## config.mk

```make
export PLATFORM = sky130hd
export DESIGN_NAME = branch_unit
export DESIGN_NICKNAME = d
export VERILOG_FILES = /design/src/rtl/branch_unit.sv
export SDC_FILE = /design/constraint.sdc
export NUM_CORES = 2
export LEC_CHECK = 0
export ABC_AREA = 1
export BUFFER_PORTS_ARGS = -buffer_cell sky130_fd_sc_hd__buf_2
export CAP_MARGIN = 5
export CELL_PAD_IN_SITES_DETAIL_PLACEMENT = 2
export CELL_PAD_IN_SITES_GLOBAL_PLACEMENT = 2
export CORE_MARGIN = 3
export CORE_UTILIZATION = 32
export DETAILED_ROUTE_END_ITERATION = 6
export HOLD_SLACK_MARGIN = 0.05
export PLACE_DENSITY = 0.81
export SLEW_MARGIN = 0
export SYNTH_ARGS = -nofsm -noshare
export SYNTH_HDL_FRONTEND = slang
export SYNTH_SLANG_ARGS = --single-unit
```

## constraint.sdc

```tcl
create_clock -name clk_i -period 23.1 [get_ports clk_i]
set_input_delay 2.31 -clock clk_i [delete_from_list [all_inputs] [get_ports clk_i]]
set_output_delay 2.31 -clock clk_i [all_outputs]
set_load 0.005 [all_outputs]
```

## src/rtl/branch_unit.sv

```systemverilog
// Branch resolution pipe: resolves branch/jump outcome, target,
// link address and misprediction; tags results with the ROB index.
// Ports: clk_i/rst_i (async, active-high), flush_i; rs_* request
// handshake in, rs_* result handshake out, fe_res_* training record.
// Optional macro LEN5_C_EN: compressed ISA, no misalignment port.
module branch_unit #(
  parameter int XLEN        = 64,
  parameter int ROB_IDX_LEN = 5,
  parameter int REG_IN      = 1
) (
  input  logic                   clk_i,
  input  logic                   rst_i,
  input  logic                   flush_i,
  input  logic                   rs_valid_i,
  output logic                   rs_ready_o,
  input  logic [2:0]             rs_branch_type_i,
  input  logic [ROB_IDX_LEN-1:0] rs_rob_idx_i,
  input  logic [XLEN-1:0]        rs_rs1_i,
  input  logic [XLEN-1:0]        rs_rs2_i,
  input  logic [XLEN-1:0]        rs_imm_i,
  input  logic [XLEN-1:0]        rs_curr_pc_i,
  input  logic [XLEN-1:0]        rs_pred_target_i,
  input  logic                   rs_pred_taken_i,
  output logic                   rs_valid_o,
  input  logic                   rs_ready_i,
  output logic [ROB_IDX_LEN-1:0] rs_rob_idx_o,
  output logic                   rs_res_mis_o,
  output logic [XLEN-1:0]        rs_link_addr_o,
`ifdef LEN5_C_EN
  // 2-byte alignment: a misaligned target cannot occur
`else
  output logic                   rs_except_raised_o,
`endif
  output logic                   fe_res_valid_o,
  output logic [XLEN-1:0]        fe_res_pc_o,
  output logic [XLEN-1:0]        fe_res_target_o,
  output logic                   fe_res_taken_o,
  output logic                   fe_res_mispredicted_o
);

  localparam logic [2:0] BEQ  = 3'd0;
  localparam logic [2:0] BNE  = 3'd1;
  localparam logic [2:0] BLT  = 3'd2;
  localparam logic [2:0] BGE  = 3'd3;
  localparam logic [2:0] BLTU = 3'd4;
  localparam logic [2:0] BGEU = 3'd5;
  localparam logic [2:0] JAL  = 3'd6;
  localparam logic [2:0] JALR = 3'd7;

  typedef struct packed {
    logic [2:0]             br_type;
    logic [ROB_IDX_LEN-1:0] rob_idx;
    logic [XLEN-1:0]        rs1;
    logic [XLEN-1:0]        rs2;
    logic [XLEN-1:0]        imm;
    logic [XLEN-1:0]        pc;
    logic [XLEN-1:0]        pred_target;
    logic                   pred_taken;
  } req_t;

  req_t in_req;
  req_t s1_req;
  logic s1_valid;
  logic s1_adv;
  logic s2_adv;
  logic s2_valid;

  assign in_req = '{
    br_type:     rs_branch_type_i,
    rob_idx:     rs_rob_idx_i,
    rs1:         rs_rs1_i,
    rs2:         rs_rs2_i,
    imm:         rs_imm_i,
    pc:          rs_curr_pc_i,
    pred_target: rs_pred_target_i,
    pred_taken:  rs_pred_taken_i
  };

  assign s2_adv = !s2_valid || rs_ready_i;

  // ---------------- S1: optional input register ----------------
  if (REG_IN != 0) begin : g_s1
    assign s1_adv = !s1_valid || s2_adv;

    always_ff @(posedge clk_i or posedge rst_i) begin
      if (rst_i) begin
        s1_valid <= 1'b0;
        s1_req   <= '0;
      end else if (flush_i) begin
        s1_valid <= 1'b0;
      end else if (s1_adv) begin
        s1_valid <= rs_valid_i;
        if (rs_valid_i) s1_req <= in_req;
      end
    end
  end else begin : g_no_s1
    assign s1_adv   = s2_adv;
    assign s1_valid = rs_valid_i;
    assign s1_req   = in_req;
  end

  assign rs_ready_o = s1_adv;

  // ---------------- resolution ----------------
  logic            eq;
  logic            lt;
  logic            ltu;
  logic            taken;
  logic [XLEN-1:0] pc_plus4;
  logic [XLEN-1:0] jalr_sum;
  logic [XLEN-1:0] target;
  logic [XLEN-1:0] next_pc;
  logic            mis;

  assign eq  = s1_req.rs1 == s1_req.rs2;
  assign lt  = $signed(s1_req.rs1) < $signed(s1_req.rs2);
  assign ltu = s1_req.rs1 < s1_req.rs2;

  always_comb begin
    taken = 1'b0;
    unique case (s1_req.br_type)
      BEQ:  taken = eq;
      BNE:  taken = !eq;
      BLT:  taken = lt;
      BGE:  taken = !lt;
      BLTU: taken = ltu;
      BGEU: taken = !ltu;
      JAL:  taken = 1'b1;
      JALR: taken = 1'b1;
      default: taken = 1'b0;
    endcase
  end

  assign pc_plus4 = s1_req.pc + XLEN'(4);
  assign jalr_sum = s1_req.rs1 + s1_req.imm;

  always_comb begin
    target = s1_req.pc + s1_req.imm;
    if (s1_req.br_type == JALR)
      target = jalr_sum & ~XLEN'(1);
  end

  assign next_pc = taken ? target : pc_plus4;

  // Target only matters for a taken prediction
  assign mis = (taken != s1_req.pred_taken)
             | (taken & (target != s1_req.pred_target));

  // ---------------- S2: result register ----------------
  logic [ROB_IDX_LEN-1:0] s2_rob;
  logic                   s2_mis;
  logic [XLEN-1:0]        s2_link;
  logic [XLEN-1:0]        s2_pc;
  logic [XLEN-1:0]        s2_next_pc;
  logic                   s2_taken;

  always_ff @(posedge clk_i or posedge rst_i) begin
    if (rst_i) begin
      s2_valid   <= 1'b0;
      s2_rob     <= '0;
      s2_mis     <= 1'b0;
      s2_link    <= '0;
      s2_pc      <= '0;
      s2_next_pc <= '0;
      s2_taken   <= 1'b0;
    end else if (flush_i) begin
      s2_valid <= 1'b0;
    end else if (s2_adv) begin
      s2_valid <= s1_valid;
      if (s1_valid) begin
        s2_rob     <= s1_req.rob_idx;
        s2_mis     <= mis;
        s2_link    <= pc_plus4;
        s2_pc      <= s1_req.pc;
        s2_next_pc <= next_pc;
        s2_taken   <= taken;
      end
    end
  end

`ifdef LEN5_C_EN
`else
  logic s2_exc;

  always_ff @(posedge clk_i or posedge rst_i) begin
    if (rst_i) begin
      s2_exc <= 1'b0;
    end else if (!flush_i && s2_adv && s1_valid) begin
      s2_exc <= taken & target[1];
    end
  end

  assign rs_except_raised_o = s2_exc;
`endif

  assign rs_valid_o            = s2_valid;
  assign rs_rob_idx_o          = s2_rob;
  assign rs_res_mis_o          = s2_mis;
  assign rs_link_addr_o        = s2_link;
  assign fe_res_valid_o        = s2_valid & rs_ready_i;
  assign fe_res_pc_o           = s2_pc;
  assign fe_res_target_o       = s2_next_pc;
  assign fe_res_taken_o        = s2_taken;
  assign fe_res_mispredicted_o = s2_mis;

endmodule

```

==> results.json <==
{
  "placed_cell_area_mm2": 0.0406,
  "r2r-start": "s1_req[320]",
  "cap_violations": 0,
  "hold_end": "rs_link_addr_o[42]",
  "slowest_stage": "buf_2",
  "cp-end-kind": "primary output",
  "post_cts_resized": 0,
  "peakVddDrop_uv": 47.4,
  "ys_warn_count": 0,
  "nNetsFinal": 6373,
  "timing.final.ws_setup_ns": 17.92,
  "syn_nets": 5871,
  "rows": 122,
  "numClockSinks": 529,
  "hp-class": "reg -> reg",
  "reg2reg_slack_ns": 18.79,
  "die_h_um": 343,
  "gr-total-overflow": 0,
  "postCtsHoldBufs": 0,
  "drcViolationCount": 0,
  "finalSetupViolations": 0,
  "grt_use_total_pct": 29.6,
  "rr_endpoint": "fe_res_target_o[47]",
  "critPathKind": "in -> out",
  "hold_violations": 0,
  "clk_root_buffer_cell": "clkbuf_16",
  "synthCells": 5345,
  "area_growth_pct": 18.2,
  "drt-initial-drc-count": 2226,
  "hold_path_depth": 2,
  "gp_congestion": 0.955,
  "postLayoutCellArea_mm2": 0.0429,
  "synth_cell_types": 54,
  "io_buffers": 537,
  "grt_setup_unrepaired": "false",
  "insertion_delay_ns": 0.65,
  "ys_ff_latch": 529,
  "grt_pass1_wl_um": 262000,
  "syn-cell-area_mm2": 0.0363,
  "worstPathRequired_ns": 20.79,
  "layout_commonest_cell": "nand2_1",
  "timing.final.crit_share_pct": 22.4,
  "layout_common_cells": "nand2_1, inv_1, nor2_1, buf_2, dfrtp_1",
  "fin_tns_setup_ns": 0,
  "drive_above_1_share_pct": 15.0,
  "power_density_mw_per_mm2": 101,
  "cts_max_level": 3,
  "cp_max_fo": 3,
  "min_period_ns": 5.18,
  "dp_slack_ns": 17.65,
  "clk_pin_slew_ns": 0.06,
  "yosys_most_used_dff": "dfrtp_1",
  "max_freq_mhz": 193,
  "ys_seq_area_share_pct": 36.4,
  "crit_path_start": "rs_ready_i",
  "synth_enable_flop_cells": 0,
  "post-dp-hpwl_um": 146000,
  "r2r_cells": 19,
  "start_kind": "input port",
  "status": "complete, no violations",
  "vias": 38300,
  "avgSynthCellArea_um2": 6.80,
  "dieArea_mm2": 0.118,
  "tightest_slew_ns": 1.04,
  "path_buf_inv": 2,
  "cts_buffers": 67,
  "coreArea_mm2": 0.112,
  "relSlewSlack_pct": 30.9,
  "post-cts-setup-buffers": 0,
  "ant_nets": 0,
  "clock_path_buffers": 3,
  "grt_max_degree": 166,
  "synth-async-reset-ratio_pct": 100,
  "start_util_pct": 32.5,
  "drtPass1Iterations": 5,
  "worstPathArrival_ns": 2.87,
  "io_pins": 538,
  "skew_ns": 0.0377,
  "grt_pass1_vias": 41600,
  "via_per_inst": 5.18,
  "min_from": "rs_link_addr_o[42]",
  "die_x_um": 343,
  "cts_tree": "built",
  "critical_path.top_delay_family": "simple AND/OR/NAND/NOR gates",
  "crit_chain": "buf_2 > nor2_1 > nand2_1 > buf_2",
  "grt_antenna_before_repair": 16,
  "wirelength_um": 177000,
  "power_leakage_nw": 24.0,
  "cpPeakStageDelay_ns": 0.16,
  "wire_per_inst_um": 23.9,
  "finalMaxSlewViolations": 0,
  "crit_top_cell": "buf_2"
}
-- where the power goes --
| group | switching [W] | leakage (nW) | internal (W) |
|---|---|---|---|
| registers | 0.000220 | 6.14 | 0.00112 |
| logic | 0.00128 | 16.7 | 0.000585 |
| clock network | 0.000443 | 1.15 | 0.000690 |
-- kinds of logic after synthesis --
family / count (synthesis) / synth area share (%)
flip-flops: 529 / 36.4
adder cells (fa/ha/maj): 192 / 6.65
buffers and inverters: 1029 / 10.7
AND/OR/NAND/NOR: 2802 / 31.6
multiplexers: 135 / 4.18
AO/OA/AOI/OAI: 602 / 9.05
XOR/XNOR: 56 / 1.35
-- sequential cells by signal (all words and copies together) (netlist names), 5 cells and up --
register         flops
rs_link_addr_o      64
fe_res_pc_o         62
s1_req             329
rs_rob_idx_o         5
fe_res_target_o     64
-- worst reg2reg max path, delay by kind of cell, from the launching register on --
family                     cells  cell delay (ns)
AOI/OAI and AO/OA              3             0.57
adders and majority gates      1             0.52
buffers and inverters          4             0.93
DFF                            1             0.45
and+or+nand+nor               11             1.74
-- layout make-up --
class                   count  area, µm²
diodes                      5       12.5
clock buffers              97       1950
clock inverters            23        395
fillers                 13600      68800
inverters                 905       3400
multi-input cells        3787      19200
flip-flops and latches    529      13200
well taps                1488       1860
repair buffers            557       2860
-- Yosys cell counts (21+ instances only) --
cell type / n / area share (%)
xor2_1: 53 / 1.3
nor3_1: 40 / 0.55
inv_1: 830 / 8.6
o21ai_1: 23 / 0.32
inv_2: 60 / 0.62
nand4_1: 38 / 0.65
o211ai_1: 27 / 0.56
o221ai_1: 26 / 0.63
nand3_1: 396 / 5.5
ha_1: 190 / 6.5
nor2_1: 537 / 5.5
o21ai_0: 141 / 1.9
nand3b_1: 21 / 0.43
a21oi_1: 344 / 4.7
mux2_2: 135 / 4.2
clkbuf_1: 96 / 0.99
nand2_1: 1722 / 18
dfrtp_1: 529 / 36
-- per-stage QoR --
stage                     total power [W]  hold WS [ns]  util [%]  instances
final                             0.00433         0.482      38.4       7391
after global routing              0.00462         0.512      38.4       7390
after CTS                         0.00435         0.489      38.4       7386
after detailed placement          0.00317         0.472      36.3       7266
after global placement            0.00307         0.461      36.3       7266
after floorplan                   0.00234         0.436         -       5345
-- worst max-delay path by stage --
stage,endpoint,slack [ns],depth (start not counted)
floorplan,fe_res_mispredicted_o,6.01,1
global placement,s1_req[264],17.75,7
detailed placement,s1_req[267],17.65,7
CTS,rs_ready_o,17.92,4
global route,rs_ready_o,17.81,4
finish,rs_ready_o,17.92,4
-- per-layer routing --
layer  up-vias  wire length (µm)  global-route usage, %
li1      17800                 -                      -
met1     19400             81600                   40.6
met2       883             81900                   49.0
met3       202              8110                   3.06
met4         2              5310                   9.45
met5         -                13                      0
Note: power is estimated with default switching activity, not from simulation.
